--- config.mk ---
export PLATFORM = sky130hd
export DESIGN_NAME = jt89_wr_seq
export DESIGN_NICKNAME = d
export VERILOG_FILES = /design/src/rtl/jt89_wr_seq.sv
export SDC_FILE = /design/constraint.sdc
export NUM_CORES = 1
export LEC_CHECK = 0
export ABC_CLOCK_PERIOD_IN_PS = 2300
export CAP_MARGIN = 20
export CORE_MARGIN = 2
export CORE_UTILIZATION = 25
export DETAILED_ROUTE_END_ITERATION = 7
export GPL_TIMING_DRIVEN = 0
export PLACE_DENSITY_LB_ADDON = 0.3
export SYNTH_ARGS = -nofsm -noshare
export SYNTH_HDL_FRONTEND = slang
export SYNTH_SLANG_ARGS = --single-unit
--- constraint.sdc ---
create_clock -name clk -period 2.3 [get_ports clk]
set_input_delay 0.345 -clock clk [delete_from_list [all_inputs] [get_ports clk]]
set_output_delay 0.345 -clock clk [all_outputs]
set_load 0.05 [all_outputs]
--- src/rtl/jt89_wr_seq.sv ---
`default_nettype none
// ============================================================================
// jt89_wr_seq : command FIFO + byte serialiser driving the JT89 write port.
// Optional macro JT89_WR_SKIP_EN: skip tone data bytes equal to the shadow.
// Revision: 1.0
// ============================================================================
module jt89_wr_seq #(
   parameter int DEPTH   = 4,
   parameter int WR_LOW  = 2,
   parameter int WR_HIGH = 2
) (
   input  logic       clk,
   input  logic       rst_n,
   input  logic       i_cmd_valid,
   output logic       o_cmd_ready,
   input  logic [2:0] i_cmd_reg,
   input  logic [9:0] i_cmd_data,
   output logic [7:0] o_psg_din,
   output logic       o_psg_wr_n,
   output logic       o_busy
);

   localparam int c_pw   = $clog2(DEPTH);
   localparam int c_cw   = $clog2((WR_LOW > WR_HIGH) ? WR_LOW : WR_HIGH) + 1;
   localparam logic [c_cw-1:0] c_low_last  = c_cw'(WR_LOW - 1);
   localparam logic [c_cw-1:0] c_high_last = c_cw'(WR_HIGH - 1);
   localparam logic [c_pw:0]   c_depth     = (c_pw+1)'(DEPTH);

   typedef enum logic [1:0] {S_IDLE, S_SETUP, S_LOW, S_HIGH} state_t;

   state_t            r_state, w_state_nxt;
   logic [12:0]       r_mem [DEPTH];
   logic [c_pw-1:0]   r_wr_ptr, r_rd_ptr;
   logic [c_pw:0]     r_count;
   logic [c_cw-1:0]   r_cnt, w_cnt_nxt;
   logic [7:0]        r_din;
   logic              r_wr_n, r_busy;
   logic              r_pend;
   logic [5:0]        r_pend_byte;
   logic              w_full, w_empty, w_push, w_pop;
   logic              w_load_latch, w_load_data;
   logic [12:0]       w_head;
   logic [2:0]        w_head_reg;
   logic [9:0]        w_head_data;
   logic [7:0]        w_latch;
   logic              w_tone, w_skip;

   assign w_full      = (r_count == c_depth);
   assign w_empty     = (r_count == '0);
   assign w_push      = i_cmd_valid && !w_full;
   assign o_cmd_ready = !w_full;

   assign w_head      = r_mem[r_rd_ptr];
   assign w_head_reg  = w_head[12:10];
   assign w_head_data = w_head[9:0];
   assign w_tone      = !w_head_reg[0] && (w_head_reg != 3'd6);

   always_comb begin
      w_latch = {1'b1, w_head_reg, w_head_data[3:0]};
      if (w_head_reg == 3'd6) w_latch = {5'b11100, w_head_data[2:0]};
   end

`ifdef JT89_WR_SKIP_EN
   logic [5:0] r_shadow [4];
   logic [3:0] r_shadow_v;
   logic [1:0] r_pend_ch;

   assign w_skip = w_tone && r_shadow_v[w_head_reg[2:1]] &&
                   (r_shadow[w_head_reg[2:1]] == w_head_data[9:4]);

   always_ff @(posedge clk or negedge rst_n) begin
      if (!rst_n) begin
         r_shadow_v <= '0;
         r_pend_ch  <= '0;
         for (int i = 0; i < 4; i++) r_shadow[i] <= '0;
      end else begin
         if (w_pop) r_pend_ch <= w_head_reg[2:1];
         if (w_load_data) begin
            r_shadow_v[r_pend_ch] <= 1'b1;
            r_shadow[r_pend_ch]   <= r_pend_byte;
         end
      end
   end
`else
   assign w_skip = 1'b0;
`endif

   always_ff @(posedge clk) begin
      if (w_push) r_mem[r_wr_ptr] <= {i_cmd_reg, i_cmd_data};
   end

   always_ff @(posedge clk or negedge rst_n) begin
      if (!rst_n) begin
         r_wr_ptr <= '0;
         r_rd_ptr <= '0;
         r_count  <= '0;
      end else begin
         if (w_push) r_wr_ptr <= r_wr_ptr + 1'b1;
         if (w_pop)  r_rd_ptr <= r_rd_ptr + 1'b1;
         case ({w_push, w_pop})
            2'b10:   r_count <= r_count + 1'b1;
            2'b01:   r_count <= r_count - 1'b1;
            default: ;
         endcase
      end
   end

   // Pending data byte takes priority so a tone's two bytes stay adjacent.
   always_comb begin
      w_state_nxt  = r_state;
      w_cnt_nxt    = r_cnt;
      w_pop        = 1'b0;
      w_load_latch = 1'b0;
      w_load_data  = 1'b0;
      case (r_state)
         S_IDLE: begin
            if (!w_empty) begin
               w_pop        = 1'b1;
               w_load_latch = 1'b1;
               w_state_nxt  = S_SETUP;
            end
         end
         S_SETUP: begin
            w_cnt_nxt   = '0;
            w_state_nxt = S_LOW;
         end
         S_LOW: begin
            if (r_cnt == c_low_last) begin
               w_cnt_nxt   = '0;
               w_state_nxt = S_HIGH;
            end else begin
               w_cnt_nxt = r_cnt + 1'b1;
            end
         end
         S_HIGH: begin
            if (r_cnt == c_high_last) begin
               if (r_pend) begin
                  w_load_data = 1'b1;
                  w_state_nxt = S_SETUP;
               end else if (!w_empty) begin
                  w_pop        = 1'b1;
                  w_load_latch = 1'b1;
                  w_state_nxt  = S_SETUP;
               end else begin
                  w_state_nxt = S_IDLE;
               end
            end else begin
               w_cnt_nxt = r_cnt + 1'b1;
            end
         end
         default: w_state_nxt = S_IDLE;
      endcase
   end

   always_ff @(posedge clk or negedge rst_n) begin
      if (!rst_n) begin
         r_state     <= S_IDLE;
         r_cnt       <= '0;
         r_din       <= 8'h00;
         r_wr_n      <= 1'b1;
         r_busy      <= 1'b0;
         r_pend      <= 1'b0;
         r_pend_byte <= '0;
      end else begin
         r_state <= w_state_nxt;
         r_cnt   <= w_cnt_nxt;
         r_wr_n  <= (w_state_nxt != S_LOW);
         r_busy  <= !w_empty || (r_state != S_IDLE);
         if (w_load_latch) begin
            r_din       <= w_latch;
            r_pend      <= w_tone && !w_skip;
            r_pend_byte <= w_head_data[9:4];
         end else if (w_load_data) begin
            r_din  <= {2'b00, r_pend_byte};
            r_pend <= 1'b0;
         end
      end
   end

   assign o_psg_din  = r_din;
   assign o_psg_wr_n = r_wr_n;
   assign o_busy     = r_busy;

endmodule
`default_nettype wire

==> results.py, run 1 <==
metrics = {
    "outcome": {
        "run_status": "finished, final reports clean",
    },
    "die": {
        "fp.coreArea_mm2": 0.0132,
        "placement_row_count": 42,
        "floorplan.io_pins": 27,
        "design.die.area_mm2": 0.0144,
        "start_util_pct": 25.5,
        "die_y_um": 120,
        "die-width_um": 120,
    },
    "final_layout": {
        "drive_gt1_share_pct": 17.6,
        "most_frequent_standard_cell_in_the_layout_excluding_fill_and_tap_cells": "sky130_fd_sc_hd__edfxtp_1",
        "final-instance-count-excl-fill": 432,
        "final_cell_mix": "sky130_fd_sc_hd__edfxtp_1, sky130_fd_sc_hd__clkdlybuf4s50_1, sky130_fd_sc_hd__dfrtp_1, sky130_fd_sc_hd__nand2_1, sky130_fd_sc_hd__mux4_1",
        "layout-area-overhead-vs-synth_pct": 27.4,
        "antenna_fix_cells": 0,
        "nNetsFinal": 280,
        "finalCoreUtilization_pct": 32.5,
    },
    "detailed_routing": {
        "routed_wire_length_per_instance_um": 14.6,
        "top_layer": "met4",
        "initialDrtViolationCount": 76,
        "met2_wirelength_um": 3140,
        "detailroute.wirelength.met3_um": 191,
        "average_via_count_per_standard_cell": 4.17,
        "antenna_left": 0,
        "first_pass_iters": 4,
        "drc": 0,
        "total_vias_in_the_final_route": 1803,
        "routed_wirelength_um": 6320,
        "wl_met1_um": 2890,
    },
    "synthesis": {
        "synth.area.mux_share_pct": 10.9,
        "synth_area_leaders": "sky130_fd_sc_hd__edfxtp_1, sky130_fd_sc_hd__dfrtp_1, sky130_fd_sc_hd__mux4_1",
        "yosys.area.top_type_share_pct": 46.4,
        "yosysUniqueCellTypes": 39,
        "synthesis.area_per_instance_um2": 16.3,
        "synth_edf_count": 52,
        "synth_fp_nets": 236,
        "postSynthCellCount": 207,
        "synth_ff_type": "sky130_fd_sc_hd__edfxtp_1",
        "synth-async-reset-ratio_pct": 35.0,
        "leading_area_contributor_after_synthesis": "sky130_fd_sc_hd__edfxtp_1",
        "ys_seq_area_share_pct": 67.2,
        "mappedNetlistArea_mm2": 0.00337,
        "postSynthRegisterBits": 80,
        "synth_top_family_by_area": "multiplexers",
        "synth_compound_area_share_pct": 5.91,
        "synthesized_area_fraction_occupied_by_and_or_nand_nor_cells_pct": 5.69,
        "synthAdderAreaFrac_pct": 5.05,
        "synth.yosys.warnings": 0,
        "synth_xor_xnor_area_share_pct": 1.56,
    },
    "timing": {
        "slew_violations": 0,
        "worst_hold_slack_ns": 0.354,
        "maxClockFrequency_ghz": 0.451,
        "min_period_ns": 2.22,
        "max-slew-margin-rel_pct": 44.5,
        "min_period_over_period_pct": 96.3,
        "tightest_pin_transition_ns": 0.832,
        "finalClockSkew_ns": 0.00754,
        "report.final.setup_viol": 0,
        "hold_viol": 0,
        "setup_ws_ns": 0.0841,
    },
    "global_routing": {
        "grt_overflow_total": 0,
        "grt_usage_pct": 9.34,
        "grt_max_degree": 21,
        "grt_antenna_before_repair": 0,
        "first_global_vias": 1871,
        "first_pass_grt_wire_length_um": 10000,
    },
    "worst_setup_path": {
        "worst_path_max_delay_cell": "sky130_fd_sc_hd__dfrtp_1",
        "critical_path_peak_fanout": 6,
        "critical_path.cell_chain": "inv_2 -> ha_2 -> a211o_1 -> buf_6 -> inv_8 -> ha_4 -> fa_2 -> mux2_2",
        "critical_path.startpoint_type": "flip-flop",
        "r2r.worst_path.cells": 8,
        "cp-startpoint": "r_state[1]",
        "reg2reg_slack_ns": 0.08,
        "critPathCaptureType": "flip-flop",
        "reg2reg_to": "r_count[1]",
        "crit_type": "reg2reg",
        "arrival_ns": 2.43,
        "r2r-start": "r_state[1]",
        "cp.required_ns": 2.52,
        "setup.worst_path.end": "r_count[1]",
        "worst_path_largest_cell_delay_ns": 0.43,
    },
    "clock_network": {
        "clkTransAtPathRegs_ns": 0.06,
        "clock_latency_ns": 0.33,
        "clock_tree.htree_level_count": 3,
        "cts_inserted_buffers": 9,
        "cts.path.max_buffers": 2,
        "clockRootBuffer": "sky130_fd_sc_hd__clkbuf_16",
        "hold_bufs_at_cts": 0,
        "tritoncts": "built",
        "clock_sink_count": 80,
    },
    "placed_design": {
        "number_of_port_buffers": 26,
        "preCtsSetupSlack_ns": -0.220,
        "placed_cells": 410,
        "gp_congestion": 0.709,
        "dp_hpwl_um": 4190,
    },
    "power": {
        "pwr_density_cell_mw_per_mm2": 1440,
        "leakagePower_nw": 1.65,
        "vdd.ir_drop.worst_v": 0.000457,
    },
    "job": {
        "timing.max_cap.violations": 0,
    },
    "min_path": {
        "hold_path_class": "in2async",
    },
}
cell usage after synthesis (2+ instances only):
cell	number
sky130_fd_sc_hd__edfxtp_1	52
sky130_fd_sc_hd__dfrtp_1	27
sky130_fd_sc_hd__nand2_1	25
sky130_fd_sc_hd__inv_1	13
sky130_fd_sc_hd__ha_1	12
sky130_fd_sc_hd__mux4_1	11
sky130_fd_sc_hd__a21oi_1	7
sky130_fd_sc_hd__a22o_1	5
sky130_fd_sc_hd__xnor2_1	5
sky130_fd_sc_hd__and3_1	4
sky130_fd_sc_hd__nor2_1	4
sky130_fd_sc_hd__o21ai_0	4
sky130_fd_sc_hd__a21o_1	3
sky130_fd_sc_hd__buf_2	3
sky130_fd_sc_hd__buf_6	2
sky130_fd_sc_hd__mux2_2	2
sky130_fd_sc_hd__mux4_2	2
sky130_fd_sc_hd__nand3_1	2
sky130_fd_sc_hd__nand3b_1	2
sky130_fd_sc_hd__o211ai_1	2
sky130_fd_sc_hd__o22ai_1	2
registers in the layout (all words and copies together) (netlist names):
name and flops:
o_busy 1, o_psg_din 8, o_psg_wr_n 1, r_cnt 2, r_count 3, r_mem 52, r_pend 1, r_pend_byte 6
r_rd_ptr 2, r_state 2, r_wr_ptr 2
cell families after synthesis:
family | Yosys count
DFF | 80
and+or+nand+nor | 41
AOI/OAI and AO/OA | 29
buffers and inverters | 22
muxes | 16
adders and majority gates | 13
xor gates and xnor gates | 6
through the flow:
stage	total power [mW]	setup TNS (ns)	instance area [um^2]
floorplan	3.92	0	3380
detailed placement	4.60	-0.351	3890
global placement	4.54	-0.326	3860
finish	6.17	0	4290
global route	6.56	-0.0128	4290
CTS	6.14	0	4220
area by class of cell:
class / count / area (um^2)
clock buffers: 10 / 229
clock inverters: 6 / 91.3
multi-input cells: 105 / 1010
flip-flops and latches: 80 / 2260
well taps: 176 / 220
plain buffers: 6 / 62.6
inverters: 14 / 60.1
fillers: 1306 / 8900
repair buffers: 35 / 348
worst max-delay path: cells and delay by family (launching register included):
kind | cells | cell delay [ns]
compound gates | 1 | 0.25
fa+ha+maj | 3 | 0.84
buf+inv | 3 | 0.31
flops | 1 | 0.43
mux | 1 | 0.26
power by group:
part	internal, mW	total [mW]	switching [mW]
clock	0.956	1.52	0.561
sequential	2.00	2.23	0.229
combinational	1.09	2.42	1.33
layer usage:
layer  vias up  track usage (%)
li1        864                -
met1       899             11.7
met2        31             15.3
met3         9             2.61
met4         0             3.53
met5         -                0
worst min-delay path by stage:
stage,end,slack [ns],cells past startpoint
floorplan,o_busy,0.05,0
global placement,r_pend_byte[3],0.45,2
detailed placement,r_pend_byte[3],0.45,2
CTS,r_cnt[0],0.37,1
global route,r_cnt[0],0.39,1
finish,r_cnt[0],0.35,1
repair_timing:
action	CTS	global route
gates resized for setup	1	11
setup buffers	2	6
pin swaps	0	2
setup endpoints to repair	2	2
(Power assumes the default switching activity.)
==> run 2: changes to the inputs <==
Settings changed: GPL_ROUTABILITY_DRIVEN from default to 0.
==> results of run 2 <==
Same layout as run 1: the final DEF is identical, and so are final timing and power.
